--- config.mk ---
export PLATFORM = sky130hd
export DESIGN_NAME = pc_unit
export DESIGN_NICKNAME = d
export VERILOG_FILES = /design/src/rtl/pc_unit.sv
export SDC_FILE = /design/constraint.sdc
export NUM_CORES = 1
export LEC_CHECK = 0
export BUFFER_PORTS_ARGS = -buffer_cell sky130_fd_sc_hd__buf_2
export CORE_MARGIN = 4
export CORE_UTILIZATION = 45
export CTS_CLUSTER_SIZE = 25
export DETAILED_ROUTE_END_ITERATION = 6
export PLACE_DENSITY = 0.71
export SKIP_CTS_REPAIR_TIMING = 1
export SKIP_LAST_GASP = 1
export SLEW_MARGIN = 20
export SYNTH_ARGS = -nofsm -noshare
export SYNTH_HDL_FRONTEND = slang
export SYNTH_SLANG_ARGS = --single-unit
--- constraint.sdc ---
create_clock -name clk -period 3 [get_ports clk]
set_input_delay 0.3 -clock clk [delete_from_list [all_inputs] [get_ports clk]]
set_output_delay 0.3 -clock clk [all_outputs]
set_load 0.005 [all_outputs]
--- src/rtl/pc_unit.sv ---
// Program-counter and fetch sequencer: one FETCH/ISSUE pair per retired instruction.
// Stops in HALTED on halt, or in TRAP (with sticky misalign) on an unaligned next PC.
module pc_unit #(
  parameter int unsigned           DATA_WIDTH = 32,
  parameter logic [DATA_WIDTH-1:0] RESET_PC   = 32'h0000_0000
) (
  input  logic                  clk,
  input  logic                  rst_n,
  input  logic                  EQ,
  input  logic                  branch,
  input  logic [DATA_WIDTH-1:0] imm_op,
  input  logic                  stall,
  input  logic                  halt,
  output logic                  fetch_req,
  input  logic                  fetch_ack,
  input  logic [DATA_WIDTH-1:0] instr_in,
  output logic [DATA_WIDTH-1:0] pc_out,
  output logic [DATA_WIDTH-1:0] instr_out,
  output logic                  instr_valid,
  output logic                  misalign,
  output logic [DATA_WIDTH-1:0] retired
);

  typedef enum logic [2:0] {
    IDLE   = 3'd0,
    FETCH  = 3'd1,
    ISSUE  = 3'd2,
    HALTED = 3'd3,
    TRAP   = 3'd4
  } state_e;

  localparam logic [DATA_WIDTH-1:0] PC_STEP = DATA_WIDTH'(4);

  state_e                state_q;
  logic [DATA_WIDTH-1:0] pc_q;
  logic [DATA_WIDTH-1:0] instr_q;
  logic [DATA_WIDTH-1:0] retired_q;
  logic                  misalign_q;
  logic                  fetch_req_q;
  logic                  instr_valid_q;
  logic [DATA_WIDTH-1:0] pc_d;
  logic                  pc_bad;

  // Branch target or fall-through; the adder wraps naturally at 2^DATA_WIDTH.
  always_comb begin
    pc_d   = pc_q + ((branch && EQ) ? imm_op : PC_STEP);
    pc_bad = (pc_d[1:0] != 2'b00);
  end

  // NOTE: all state here is updated with non-blocking assignments so every
  // branch of the case reads the pre-edge values of the other registers.
  always_ff @(posedge clk or negedge rst_n) begin
    if (!rst_n) begin
      state_q       <= IDLE;
      pc_q          <= RESET_PC;
      instr_q       <= '0;
      retired_q     <= '0;
      misalign_q    <= 1'b0;
      fetch_req_q   <= 1'b0;
      instr_valid_q <= 1'b0;
    end else begin
      case (state_q)
        IDLE: begin
          state_q     <= FETCH;
          fetch_req_q <= 1'b1;
        end
        FETCH: begin
          if (fetch_ack) begin
            instr_q       <= instr_in;
            state_q       <= ISSUE;
            fetch_req_q   <= 1'b0;
            instr_valid_q <= 1'b1;
          end
        end
        ISSUE: begin
          // Stall wins over halt and branch: nothing moves while it is high.
          if (!stall) begin
            instr_valid_q <= 1'b0;
            if (pc_bad) begin
              misalign_q <= 1'b1;
              state_q    <= TRAP;
            end else begin
              pc_q      <= pc_d;
              retired_q <= retired_q + DATA_WIDTH'(1);
              if (halt) begin
                state_q <= HALTED;
              end else begin
                state_q     <= FETCH;
                fetch_req_q <= 1'b1;
              end
            end
          end
        end
        HALTED, TRAP: begin
          state_q <= state_q;
        end
        default: begin
          state_q       <= IDLE;
          fetch_req_q   <= 1'b0;
          instr_valid_q <= 1'b0;
        end
      endcase
    end
  end

  assign fetch_req   = fetch_req_q;
  assign instr_valid = instr_valid_q;
  assign pc_out      = pc_q;
  assign instr_out   = instr_q;
  assign misalign    = misalign_q;
  assign retired     = retired_q;

endmodule

==> run metrics, run 1 <==
final worst path period share=93.5%; Root Driver=clkbuf_16; post-route cell area=7270 sq um; htree depth=3; critical path type=reg -> reg; Worst Path Arrival=3.03 ns; FP Rows=41; Detail Route Antenna Nets=0; reg-to-reg startpoint=pc_out[0]$_DFFE_PN0P_; Max Slew Vio Count=0; status=finished clean; Crit-path slowest cell=dfrtp_1; DRC errors left=0; Crit. path cell count=11; Main synth FF type=dfrtp_1; Die Span Y=122 um; Syn Nets=691; post-DP HPWL=11,100 um; first-pass GRT wire length=22,700 um; Post-synth EDFFs=0; worst-skew pair later-pin latency=0.35 ns; clk buf depth=2; routed wire length=14,200 um; core footprint=12,700 sq um; Synth area leader=dfrtp_1; 1st-iter DRT viols=252; Flop pwr share=39.4%; Crit path max-delay family=compound AO/OA/AOI/OAI gates; CP required=3.23 ns; Congestion Overflow GR=0; P_sw=0.00199 W; Post-Synthesis Cells=587; die area=14,800 sq um; pre-CTS setup slack=-0.0425 ns; antenna violations before repair=0; total global-route track usage=19.1%; layout cells sized above 1=33.6%; synthesized area=5830 sq um; RSZ-0062 raised after global routing=no; diode count=0; sequential area share after synthesis=43.8%; fin crit period=2.80 ns; Worst Tran Pin Value=0.782 ns; Critical path origin=pc_out[0]$_DFFE_PN0P_; initial core utilization=46.0%; pwr dens=764 nW/um^2; syn avg cell area=9.94 sq um; Placer Congestion=0.858; Post-synth ARST share=100%; largest net degree at the start of global routing=63; total number of yosys warnings=0; CTS tree=built; FF+latch count, synth=102; FMAX=357 MHz; CP bufs+invs=0; Worst R2R Path Depth=11; skew final=0.00827 ns; Cell variety after synth=53; router iterations before antenna repair=4; Comb power frac=39.9%; reg-to-reg slack, setup=0.20 ns; Switching Share=35.9%; crit-path most repeated cell=a21oi_1; PortBufs=169; Area Growth Syn to Fin=24.6%; vias in the first global route=4,690; crit-path max FO=3; total CTS buffers=9; Int Pwr=0.00356 W; P_leak=3.80 nW; Worst-path clk slew=0.07 ns; # IOs=170; Max IR drop VDD=0.378 mV; Clk pwr share=20.7%; Via Count=4,885; Nets=865; final core utilization=57.3%; Placement Cell Area=6960 sq um; top cells by count, synth=dfrtp_1 (102), nand2_1 (65), o21ai_0 (47); Area contributors post-synth=dfrtp_1 (44%), ha_1 (6.9%), mux2_2 (6.4%); Crit path largest cell delay=0.42 ns; Hold Worst Slack=0.0369 ns; area share of the largest cell type after synthesis=43.8%; crit end category=flop; Final Worst Setup Slack=0.196 ns; crit-path cells=ha_1, fa_1, a21oi_1, nand4b_1, a21oi_1, o2111ai_1, a211oi_1, o31ai_2, a21o_1, xor2_1, o21ai_0; Max-Cap Viols=0; Die Wd=122 um; fill count=1,111; Hold Vio Cnt, Final=0; Hold Crit Class=in -> async; Vias/cell=5.21; final setup fails=0; DR WL/cell=15.1 um; CP Launch Type=flop; top-count cell post-synth=dfrtp_1; clk sinks=102; Slew headroom=47.9%
## cells by family after synthesis
group	count (synthesis)	share of synthesized area, %
multiplexers	33	6.37
adder cells (fa/ha/maj)	33	7.21
buffers and inverters	34	2.55
XOR/XNOR	61	9.16
flip-flops	102	43.8
AO/OA/AOI/OAI	130	13.4
AND/OR/NAND/NOR	194	17.5
## cell usage in the layout (no fill, tap or decap), types with 26 or more instances in the layout
| cell | synthesis | final |
|---|---|---|
| buf_2 | 5 | 168 |
| dfrtp_1 | 102 | 102 |
| nand2_1 | 65 | 65 |
| o21ai_0 | 47 | 47 |
| and3_1 | 37 | 37 |
| xnor2_1 | 35 | 35 |
| a21oi_1 | 34 | 34 |
| mux2_2 | 33 | 33 |
| ha_1 | 32 | 32 |
| nor2_1 | 30 | 30 |
| xor2_1 | 26 | 26 |
## final timing paths
path / endpoint
min in group clk: instr_out[27]$_DFFE_PN0P_
hold / removal: retired[21]$_DFFE_PN0P_
hold reg to reg: misalign$_DFFE_PN0P_
max in group asynchronous: pc_out[4]$_DFFE_PN0P_
setup reg to reg: pc_out[24]$_DFFE_PN0P_
setup / recovery: pc_out[24]$_DFFE_PN0P_
## metrics by stage
step / cells / TNS [ns] / total power [W]
5_1_grt: 938 / 0 / 0.00599
2_1_floorplan: 587 / 0 / 0.00353
6_report: 938 / 0 / 0.00555
3_3_place_gp: 922 / 0 / 0.00436
3_5_place_dp: 922 / -0.0682 / 0.00444
4_1_cts: 938 / 0 / 0.00561
## sequential cells by signal, summed over array words and instances, names as in the netlist
name         flops
instr_valid      1
instr_out       32
misalign         1
retired         32
state_q          3
fetch_req        1
pc_out          32
## layout make-up
type / count / area [sq um] / share of cell area, %
multi-input combinational: 451 / 3140 / 43.3
sequential: 102 / 2550 / 35.1
clock inverter: 5 / 41.3 / 0.568
clock buffer: 11 / 253 / 3.48
tap: 172 / 215 / 2.96
timing repair buffer: 191 / 1040 / 14.3
inverter: 6 / 22.5 / 0.310
## power by group through the flow
| stage | registers, W | logic [W] | clock network (W) |
|---|---|---|---|
| 6_report | 0.00218 | 0.00222 | 0.00115 |
| 5_1_grt | 0.00225 | 0.00249 | 0.00125 |
| 4_1_cts | 0.00219 | 0.00223 | 0.00119 |
| 3_5_place_dp | 0.00221 | 0.00222 | 0 |
| 3_3_place_gp | 0.00220 | 0.00216 | 0 |
| 2_1_floorplan | 0.00219 | 0.00134 | 0 |
## worst reg2reg max path, cell delays in order, from the launching register on
cell	delay, ns
dfrtp_1	0.42
ha_1	0.24
fa_1	0.41
a21oi_1	0.19
nand4b_1	0.17
a21oi_1	0.10
o2111ai_1	0.26
a211oi_1	0.13
o31ai_2	0.36
a21o_1	0.18
xor2_1	0.14
o21ai_0	0.08
## layer usage
layer	global-route usage [%]	up-vias	share of wire (%)
li1	-	2432	-
met1	25.7	2248	45
met2	30.7	189	45
met3	4.09	16	8.0
met4	6.37	0	1.4
met5	0	-	0
Note: power is estimated with default switching activity, not from simulation.
==> inputs of run 2 (changes only) <==
- CELL_PAD_IN_SITES_DETAIL_PLACEMENT: not set -> 0
- CELL_PAD_IN_SITES_GLOBAL_PLACEMENT: not set -> 1
- CORE_UTILIZATION: 45 -> 36
- PLACE_DENSITY: 0.71 -> not set
- PLACE_DENSITY_LB_ADDON: not set -> 0.1
- clock period: 3 -> 2.4 ns (I/O delays scaled with it)
==> run metrics, run 2 (synthesized netlist as in run 1, its figures left out) <==
CP Launch Type=flop; final setup fails=9; Worst Path Arrival=2.90 ns; RSZ-0062 raised after global routing=yes; clk sinks=102; clk buf depth=2; Placer Congestion=0.845; htree depth=3; total CTS buffers=9; crit-path cells=ha_4, fa_2, a21oi_2, nand4b_1, a21oi_2, o2111ai_2, a211oi_2, o31ai_1, buf_4, a21o_1, xor2_1, o21ai_1; Max IR drop VDD=0.448 mV; post-DP HPWL=12,700 um; die area=18,300 sq um; CP required=2.64 ns; status=finished, violations left; Worst Tran Pin Value=0.740 ns; # IOs=170; DRC errors left=0; Hold Crit Class=in -> reg; routed wire length=16,200 um; WHS Path Cells=2; pre-CTS setup slack=-0.453 ns; Crit-path slowest cell=dfrtp_1; final worst path period share=111%; Worst R2R Path Depth=12; crit-path max FO=3; Slew headroom=50.7%; Detail Route Antenna Nets=0; crit end category=flop; antenna violations before repair=0; Crit path largest cell delay=0.42 ns; Worst-path clk slew=0.08 ns; Hold Vio Cnt, Final=0; Die Wd=135 um; largest net degree at the start of global routing=53; fill count=1,538; 1st-iter DRT viols=127; PortBufs=169; Placement Cell Area=7710 sq um; total global-route track usage=17.8%; Nets=951; vias in the first global route=5,325; layout cells sized above 1=45.1%; Area Growth Syn to Fin=42.3%; commonest non-fill, non-tap cell in the layout=buf_2; crit-path most repeated cell=a21oi_2; Final Worst Setup Slack=-0.256 ns; initial core utilization=36.7%; critical path type=reg -> reg; skew final=0.00857 ns; core footprint=15,900 sq um; fin crit period=2.66 ns; worst-skew pair later-pin latency=0.35 ns; Die Span Y=135 um; violated checks=setup timing; Max Slew Vio Count=0; Root Driver=clkbuf_16; Congestion Overflow GR=0; diode count=0; Vias/cell=4.85; FMAX=377 MHz; Max-Cap Viols=0; first-pass GRT wire length=26,400 um; Via Count=5,181; pwr dens=928 nW/um^2; P_leak=4.26 nW; router iterations before antenna repair=4; post-route cell area=8300 sq um; DR WL/cell=15.1 um; most frequent cells in the layout=buf_2 (168), buf_4 (103), dfrtp_1 (102); CTS tree=built; FP Rows=46
run 2: cell types whose count changed in the layout (fill, tap and decap cells not counted), sizes merged:
cell / delta
dlygate4sd3: +1
inv: +1
clkbuf: -1
bufinv: +1
buf: +85
clkinv: -1
run 2: cell type report:
type                       instances  area, sq um  area share (%)
multi-input combinational        451         3430            41.4
sequential                       102         2550            30.7
timing repair buffer             277         1720            20.7
tap                              216          270            3.26
clock buffer                      10          229            2.76
clock inverter                     6         77.6           0.934
inverter                           6         22.5           0.271
run 2: worst max-delay path, delay by kind of cell, from the launching register on:
| kind | cells | cell delay, ns |
|---|---|---|
| AOI/OAI and AO/OA | 7 | 1.07 |
| xor gates and xnor gates | 1 | 0.16 |
| adders and majority gates | 2 | 0.53 |
| buffers and inverters | 1 | 0.17 |
| DFF | 1 | 0.42 |
| and+or+nand+nor | 1 | 0.19 |
run 2: metrics by stage:
step / utilization (%) / TNS [ns] / std cells / hold WS (ns) / power [W]
after floorplan: - / -0.905 / 587 / -0.0556 / 0.00448
after global placement: 48.5 / -6.92 / 1042 / 0.343 / 0.00603
after detailed placement: 48.5 / -8.43 / 1042 / 0.356 / 0.00610
after CTS: 50.5 / -1.96 / 1058 / -0.0305 / 0.00767
after global routing: 52.3 / -4.23 / 1068 / 0.101 / 0.00835
final: 52.3 / -0.858 / 1068 / 0.121 / 0.00771
run 2: power breakdown:
part	total (W)	internal, W	switching, W
sequential	0.00272	0.00229	0.000428
clock	0.00153	0.000831	0.000695
combinational	0.00346	0.00186	0.00160
run 2: path summary, 6_finish.rpt:
| path | from | end | slack, ns |
|---|---|---|---|
| max in group asynchronous | rst_n | retired[9]$_DFFE_PN0P_ | 1.23 |
| hold / removal | instr_in[2] | instr_out[2]$_DFFE_PN0P_ | 0.12 |
| min in group asynchronous | rst_n | retired[29]$_DFFE_PN0P_ | 0.49 |
| setup / recovery | pc_out[0]$_DFFE_PN0P_ | pc_out[24]$_DFFE_PN0P_ | -0.26 |
| hold reg to reg | misalign$_DFFE_PN0P_ | misalign$_DFFE_PN0P_ | 0.46 |
| setup reg to reg | pc_out[0]$_DFFE_PN0P_ | pc_out[24]$_DFFE_PN0P_ | -0.26 |
run 2: layer usage:
metal | vias to the layer above | global-route usage (%) | wire length, um
li1 | 2595 | - | -
met1 | 2443 | 23.2 | 7330
met2 | 134 | 30.1 | 7800
met3 | 9 | 3.71 | 894
met4 | 0 | 4.54 | 156
met5 | - | 0 | 0
